[src/rtl/csa_pkg.sv]
// Shared definitions for the carry-save resolver.
//   resolver_state_t : FSM encoding (IDLE, ADD, DONE)
//   DEFAULT_WIDTH    : default operand/result width
//   DEFAULT_CHUNK    : default bits resolved per cycle
package csa_pkg;

    typedef enum logic [1:0] {
        IDLE,
        ADD,
        DONE
    } resolver_state_t;

    localparam int DEFAULT_WIDTH = 32;
    localparam int DEFAULT_CHUNK = 8;

endpackage

[src/rtl/csa_resolver_chunk_adder.sv]
// Combinational CHUNK-bit adder with carry in/out.
// Ports:
//   a, b  : CHUNK-bit addends
//   cin   : carry in
//   s     : CHUNK-bit sum
//   cout  : carry out of the top bit
module chunk_adder #(
    parameter int CHUNK = 8
) (
    input  logic [CHUNK-1:0] a,
    input  logic [CHUNK-1:0] b,
    input  logic             cin,
    output logic [CHUNK-1:0] s,
    output logic             cout
);

    logic [CHUNK:0] w_full;

    assign w_full = {1'b0, a} + {1'b0, b} + {{CHUNK{1'b0}}, cin};
    assign s      = w_full[CHUNK-1:0];
    assign cout   = w_full[CHUNK];

endmodule

[src/rtl/csa_resolver.sv]
// Chunk-serial carry-propagate adder resolving a carry-save pair
// (in_sum, in_carry) into a binary result, CHUNK bits per cycle.
// Ports:
//   clk, rst_n           : clock, synchronous active-low reset
//   in_valid / in_ready  : operand handshake (ready only in IDLE)
//   in_sum, in_carry     : WIDTH-bit carry-save operand pair
//   out_valid / out_ready: result handshake (valid only in DONE)
//   out_result           : (in_sum + in_carry) mod 2^WIDTH
//   out_cout             : carry out of bit WIDTH-1
module csa_resolver
    import csa_pkg::*;
#(
    parameter int WIDTH = DEFAULT_WIDTH,
    parameter int CHUNK = DEFAULT_CHUNK
) (
    input  logic             clk,
    input  logic             rst_n,
    input  logic             in_valid,
    output logic             in_ready,
    input  logic [WIDTH-1:0] in_sum,
    input  logic [WIDTH-1:0] in_carry,
    output logic             out_valid,
    input  logic             out_ready,
    output logic [WIDTH-1:0] out_result,
    output logic             out_cout
);

    localparam int N    = WIDTH / CHUNK;
    localparam int IDXW = (N > 1) ? $clog2(N) : 1;
    localparam logic [IDXW-1:0] LAST_IDX = IDXW'(N - 1);

    if (WIDTH % CHUNK != 0) begin : g_bad_chunk
        $error("csa_resolver: WIDTH must be a multiple of CHUNK");
    end

    resolver_state_t r_state;
    resolver_state_t w_next;

    logic [WIDTH-1:0] r_sum;
    logic [WIDTH-1:0] r_carry;
    logic [IDXW-1:0]  r_idx;
    logic             r_cy;
    logic [WIDTH-1:0] r_result;
    logic             r_cout;

    logic [CHUNK-1:0] w_a;
    logic [CHUNK-1:0] w_b;
    logic [CHUNK-1:0] w_s;
    logic             w_cout;
    logic             w_last;

    assign w_a    = r_sum[int'(r_idx) * CHUNK +: CHUNK];
    assign w_b    = r_carry[int'(r_idx) * CHUNK +: CHUNK];
    assign w_last = (r_idx == LAST_IDX);

    chunk_adder #(
        .CHUNK (CHUNK)
    ) u_chunk_adder (
        .a    (w_a),
        .b    (w_b),
        .cin  (r_cy),
        .s    (w_s),
        .cout (w_cout)
    );

    // State register
    always_ff @(posedge clk) begin
        if (!rst_n) begin
            r_state <= IDLE;
        end else begin
            r_state <= w_next;
        end
    end

    // Next-state decode
    always_comb begin
        w_next = r_state;
        case (r_state)
            IDLE:    if (in_valid)  w_next = ADD;
            ADD:     if (w_last)    w_next = DONE;
            DONE:    if (out_ready) w_next = IDLE;
            default:                w_next = IDLE;
        endcase
    end

    // Datapath: operand capture and chunk-by-chunk result write.
    // out_result is deliberately not cleared between transactions.
    always_ff @(posedge clk) begin
        if (!rst_n) begin
            r_sum    <= '0;
            r_carry  <= '0;
            r_idx    <= '0;
            r_cy     <= 1'b0;
            r_result <= '0;
            r_cout   <= 1'b0;
        end else begin
            case (r_state)
                IDLE: begin
                    if (in_valid) begin
                        r_sum   <= in_sum;
                        r_carry <= in_carry;
                        r_cy    <= 1'b0;
                        r_idx   <= '0;
                    end
                end
                ADD: begin
                    r_result[int'(r_idx) * CHUNK +: CHUNK] <= w_s;
                    r_cy <= w_cout;
                    if (w_last) begin
                        r_cout <= w_cout;
                    end else begin
                        r_idx <= r_idx + 1'b1;
                    end
                end
                default: ;
            endcase
        end
    end

    // Handshake outputs are pure state decodes: no input-to-output path.
    assign in_ready   = (r_state == IDLE);
    assign out_valid  = (r_state == DONE);
    assign out_result = r_result;
    assign out_cout   = r_cout;

endmodule
[config.mk]
export PLATFORM = sky130hd
export DESIGN_NAME = csa_resolver
export DESIGN_NICKNAME = d
export VERILOG_FILES = /design/src/rtl/csa_pkg.sv /design/src/rtl/csa_resolver_chunk_adder.sv /design/src/rtl/csa_resolver.sv
export SDC_FILE = /design/constraint.sdc
export NUM_CORES = 1
export LEC_CHECK = 0
export BUFFER_PORTS_ARGS = -buffer_cell sky130_fd_sc_hd__buf_4
export CAP_MARGIN = 40
export CORE_UTILIZATION = 50
export DETAILED_ROUTE_END_ITERATION = 12
export GPL_TIMING_DRIVEN = 0
export PLACE_DENSITY = 0.82
export RECOVER_POWER = 50
export SLEW_MARGIN = 30
export SYNTH_ARGS = -nofsm -noshare
export SYNTH_HDL_FRONTEND = slang
export SYNTH_SLANG_ARGS = --single-unit
[constraint.sdc]
create_clock -name clk -period 6 [get_ports clk]
set_input_delay 1.5 -clock clk [delete_from_list [all_inputs] [get_ports clk]]
set_output_delay 1.5 -clock clk [all_outputs]
set_load 0.01 [all_outputs]
# Word-level counts from Yosys, hierarchy flattened
# Cells that the tools add are included.
[word_totals] register_bits=102 input_bits=68 wordCells=39
[classes] shift=4 reduce_logical=7 addsub=4 eq_ne=7 muxes=10
[op_table] op="$shiftx 32x6->8" count=2
[op_table] op="$neg 5->33" count=1
[op_table] op="$shift 8x33->32 const A" count=1
[op_table] op="$shiftx 8x33->32" count=1
[op_table] op="$bwmux 32" count=1
[op_table] op="$mux 2" count=5
[op_table] op="$add 8x8->9" count=1
[op_table] op="$add 9x1->9" count=1
[op_table] op="$ne 2x2->1 const B" count=3
[op_table] op="$pmux 2 s3" count=1
[op_table] op="$reduce_and 2->1" count=3
[op_table] op="$reduce_and 3->1" count=2
[op_table] op="$eq 2x2->1 const B" count=2
[op_table] op="$pmux 2 s2" count=1
[op_table] op="$add 2x1->2 const B" count=1
[op_table] op="$eq 2x1->1 const B" count=1
[op_table] op="$logic_not 2->1" count=1
[op_table] op="$ne 2x1->1 const B" count=1
[op_table] op="$pmux 1 s2" count=1
[op_table] op="$reduce_bool 2->1" count=1
[op_table] op="$mux 1" count=1

# Longest topological paths before layout
[logic_depth] depth_word=5 ltp_mapped=10

# Cells and area by module
# A second synthesis with hierarchy kept.
[unflattened] cells_unflattened=475 area_unflattened_um2=4559.4
[by_module_without_submodules] mod="csa_resolver" cells_each=433 instances=1 area_each_um2=4227.8 seq_area_each_um2=2042.0
[by_module_without_submodules] mod="chunk_adder" cells_each=42 instances=1 area_each_um2=331.6 seq_area_each_um2=0.0

# Worst setup path after synthesis
# No wires, ideal clock.
[synth_path] path_kind="reg2reg" start="register r_idx[0]" end="register r_cout, in the netlist out_cout" stages_incl_launch_ff=11 slack_ns=2.759 required_ns=5.873 path_buffers=2 arrival_ns=3.115 path_cell_list="dfxtp_1 -> buf_4 -> buf_4 -> mux4_2 -> fa_1 -> fa_1 -> a21o_1 -> a221oi_1 -> o21ai_0 -> o211ai_1 -> a21boi_0"
[synth_between] elab_chain_cells=3 word_cells_on_any_way=6 classes_between="add/sub (2); eq/ne (1); shift (2); reduce/logical (1)"
[synth_rtl] element="start: declaration" line="csa_resolver.sv:41" rtl="logic [IDXW-1:0] r_idx;"
[synth_rtl] element="start signal: assignment" line="csa_resolver.sv:112" rtl="r_idx <= r_idx + 1'b1;"
[synth_rtl] element="$shiftx 32x6->8 (on tied branches)" line="csa_resolver.sv:52, csa_resolver.sv:53"
[synth_rtl] element="$add 8x8->9" line="csa_resolver_chunk_adder.sv:19" rtl="assign w_full = {1'b0, a} + {1'b0, b} + {{CHUNK{1'b0}}, cin};"
[synth_rtl] element="$add 9x1->9" line="csa_resolver_chunk_adder.sv:19"
[synth_rtl] element="end signal: assignment" line="csa_resolver.sv:110" rtl="r_cout <= w_cout;"
[synth_rtl] element="end: declaration" line="csa_resolver.sv:44" rtl="logic r_cout;"
# Parallel ways exist; a longest one is shown, timed or not.
# A chain may end at the register's enable or synchronous reset.

# Worst setup path in the final report
[layout_path] start="register r_idx[1]" end="register r_result[30], in the netlist out_result[30]"
[layout_between] elab_chain_cells=5 word_cells_on_any_way=8 classes_between="add/sub (3); shift (4); mux (1)"
[layout_rtl] element="$shiftx 32x6->8 (on tied branches)" line="csa_resolver.sv:52, csa_resolver.sv:53"
[layout_rtl] element="$add 8x8->9" line="csa_resolver_chunk_adder.sv:19"
[layout_rtl] element="$add 9x1->9" line="csa_resolver_chunk_adder.sv:19"
[layout_rtl] element="$shiftx 8x33->32" line="csa_resolver.sv:107" rtl="r_result[int'(r_idx) * CHUNK +: CHUNK] <= w_s;"
[layout_rtl] element="$bwmux 32 *" line="csa_resolver.sv:107"
[layout_rtl] element="end signal: indexed assignment" line="csa_resolver.sv:107"
[layout_rtl] element="end: declaration" line="csa_resolver.sv:43" rtl="logic [WIDTH-1:0] r_result;"
# Mark *: on every way between the ends. The rest lies on a longest branch, timed or not.

==> flow_metrics.py <==
metrics = {
    "worst_hold_path": {
        "hold_path_end": "r_sum[14]",
        "min_path_type": "reg -> reg",
        "hold_path_startpoint": "r_sum[14]",
        "min_path_cells": 2,
    },
    "clocking": {
        "clk_pin_slew_worst_paths_ns": 0.09,
        "cts_buffers": 9,
        "clock_tree.root_cell": "clkbuf_8",
        "postCtsSetupRepairBufs": 0,
        "cts.path.max_buffers": 2,
        "postCtsHoldBufs": 0,
        "cts.sinks": 102,
        "cts_resized": 0,
        "cts_tree": "yes",
        "cts-htree-levels": 3,
        "clock_latency_ns": 0.38,
    },
    "logic_synthesis": {
        "syn_inst": 485,
        "synth_cell_type_count": 40,
        "synth_top_family_by_area": "simple AND/OR/NAND/NOR gates",
        "yosysWarnings": 0,
        "syn_area_um2": 4586,
        "ys_top_cells_by_count": "nand2_1, dfxtp_1, a21boi_0",
        "synth.most_common_cell": "nand2_1",
        "synthMuxAreaShare": 0.08076,
        "synth.area.top_cells": "dfxtp_1, nand2_1, a21boi_0, mux4_2, ha_1",
        "synth_xor_area_frac": 0.009550,
        "synthSimpleGateAreaFrac": 0.2022,
        "synth_seq_area_share": 0.4453,
        "avgSynthCellArea_um2": 9.455,
        "synth_top_area_frac": 0.4453,
        "synth_top_area_cell": "dfxtp_1",
        "syn_nets": 568,
        "synth-edff-count": 0,
        "synth-main-ff-cell": "dfxtp_1",
        "synthAdderAreaFrac": 0.04420,
        "synth_compound_area_frac": 0.1836,
        "ys_seq_elements": 102,
        "ys_async_sr_fraction": 0,
    },
    "place": {
        "post-dp-hpwl_um": 8772,
        "placed_cell_area_um2": 5479,
        "port-buffer-count": 101,
        "gp_congestion": 0.8711,
    },
    "floorplanning": {
        "boundaryPins": 103,
        "die_w_um": 97.77,
        "dieArea_um2": 9558,
        "core_um2": 8806,
        "die_h_um": 97.77,
        "num_rows": 34,
        "initial_core_util": 0.5207,
    },
    "power_and_ir_drop": {
        "ir_drop_uv": 142.3,
        "p_leak_nw": 2.129,
        "p_per_area_nw_per_um2": 244.5,
    },
    "finish": {
        "n_antenna_cell": 0,
        "drive_gt1_frac": 0.1880,
        "area.growth.synth_to_final_pct": 20.57,
        "design_area_um2": 5529,
        "fillers": 759,
        "fin_nets": 680,
    },
    "sta": {
        "rsz0062_at_grt": "false",
        "slew_viol_final": 0,
        "hold_slack_ns": 0.4673,
        "fin_crit_sh": 0.6270,
        "min_period_ns": 3.762,
        "fmax_ghz": 0.2658,
        "fin_setup_tns_ns": 0,
        "slew_headroom": 0.5640,
        "tightestPinTransition_ns": 0.6540,
        "finalSetupViolCount": 0,
        "finClkSkew_ns": 0.009896,
        "finalHoldViolations": 0,
    },
    "drt": {
        "wl_um": 11390,
        "dr.first_iter.drc_count": 165,
        "avgRoutedWirePerCell_um": 16.06,
        "vias": 3902,
        "drtPass1Iterations": 9,
        "drt-vias-per-instance": 5.504,
        "drc": 14,
        "antenna_left": 0,
    },
    "global_routing": {
        "grt_pass1_wl_um": 18810,
        "grt_pass1_vias": 3862,
        "grt_max_degree": 17,
        "grt_usage": 0.2527,
        "grt-ovfl-total": 0,
        "antenna_found_initial": 0,
    },
    "critical_path": {
        "start_kind": "flip-flop",
        "reg2reg_depth": 9,
        "end_kind": "flip-flop",
        "arrival_ns": 4.01,
        "critPathRequiredTime_ns": 6.24,
        "worstReg2RegStart": "r_idx[1]",
        "reg2reg_to": "out_result[30]",
        "rrSetupSlack_ns": 2.24,
        "path_max_fanout": 10,
        "worstSetupPathType": "reg -> reg",
    },
    "flow_run": {
        "maxCapViolCount": 0,
    },
    "run_status": {
        "status": "complete, but fails checks",
        "violations": "design-rule violations",
    },
}
==> placed cells by master, fill, tap and decap left out, types with 3 or more instances in the layout <==
cell type  instances
ha_1              13
nand2_4            3
nand3_1           13
o21ai_1            9
clkinv_2           3
clkbuf_1          59
mux4_2            16
o21ai_0            6
nand2_1          134
a21boi_0          66
nor2b_1           25
xnor2_1            4
inv_1              5
nor2_1             5
dfxtp_1          102
a21o_1             3
a22oi_1           21
a21oi_1            4
nor4b_4            3
o211ai_1           3
nand2_2            3
clkbuf_8           9
buf_4             69
==> stage by stage <==
stage	cells	setup WS (ns)	total power, mW	util
CTS	709	2.223	1.361	0.6434
global route	709	2.073	1.410	0.6279
global placement	694	2.337	0.9371	0.6222
detailed placement	694	2.243	0.9466	0.6222
finish	709	2.238	1.352	0.6279
floorplan	485	2.759	0.8615	-
==> cell families (layout without fill, tap and decap cells) <==
kind of cell / after synthesis / count (layout)
AO/OA/AOI/OAI: 118 / 118
XOR/XNOR: 5 / 5
adder cells (fa/ha/maj): 15 / 15
buffers and inverters: 35 / 151
flip-flops: 102 / 102
multiplexers: 17 / 17
AND/OR/NAND/NOR: 193 / 193
==> layout make-up <==
cell class | count | area (um2) | area share
Clock inverter | 6 | 62.56 | 0.01131
Tap cell | 108 | 135.1 | 0.02444
Timing Repair Buffer | 101 | 630.6 | 0.1141
Inverter | 5 | 18.77 | 0.003394
Buffer | 30 | 130.1 | 0.02353
Multi-Input combinational cell | 348 | 2386 | 0.4315
Sequential cell | 102 | 2042 | 0.3693
Clock buffer | 9 | 123.9 | 0.02240
==> worst max path at each step <==
stage / slack, ns / cells past startpoint / start / to
6_report: 2.24 / 9 / r_idx[1] / out_result[30]
5_1_grt: 2.07 / 9 / r_idx[1] / out_result[30]
4_1_cts: 2.22 / 9 / r_idx[1] / out_result[30]
3_5_place_dp: 2.24 / 9 / r_idx[1] / out_result[30]
3_3_place_gp: 2.34 / 9 / r_idx[1] / out_result[30]
2_1_floorplan: 2.76 / 10 / r_idx[0] / out_cout
==> critical path, stage by stage, from the launching register on <==
cell and delay (ns):
dfxtp_1 0.39, buf_2 0.29, clkbuf_1 0.54, mux4_2 0.44
fa_1 0.47, fa_1 0.43, a21o_1 0.19, a221oi_1 0.42
xnor2_1 0.29, o21ai_0 0.16
==> state kept, by name, indices dropped and copies added, names as in the netlist <==
register,cells
r_state,2
r_cy,1
out_result,32
r_sum,32
out_cout,1
r_carry,32
r_idx,2
==> power breakdown <==
group | switching [mW] | internal (mW)
Sequential | 0.0168 | 0.704
Clock | 0.232 | 0.191
Combinational | 0.114 | 0.0935
Total | 0.363 | 0.989
==> routing by layer <==
| layer | global-route usage | part of all wire |
|---|---|---|
| met5 | 0 | 0 |
| met4 | 0.09324 | 0.021 |
| met3 | 0.05870 | 0.065 |
| met2 | 0.4452 | 0.50 |
| met1 | 0.3006 | 0.42 |
Note: power is estimated with default switching activity, not from simulation.
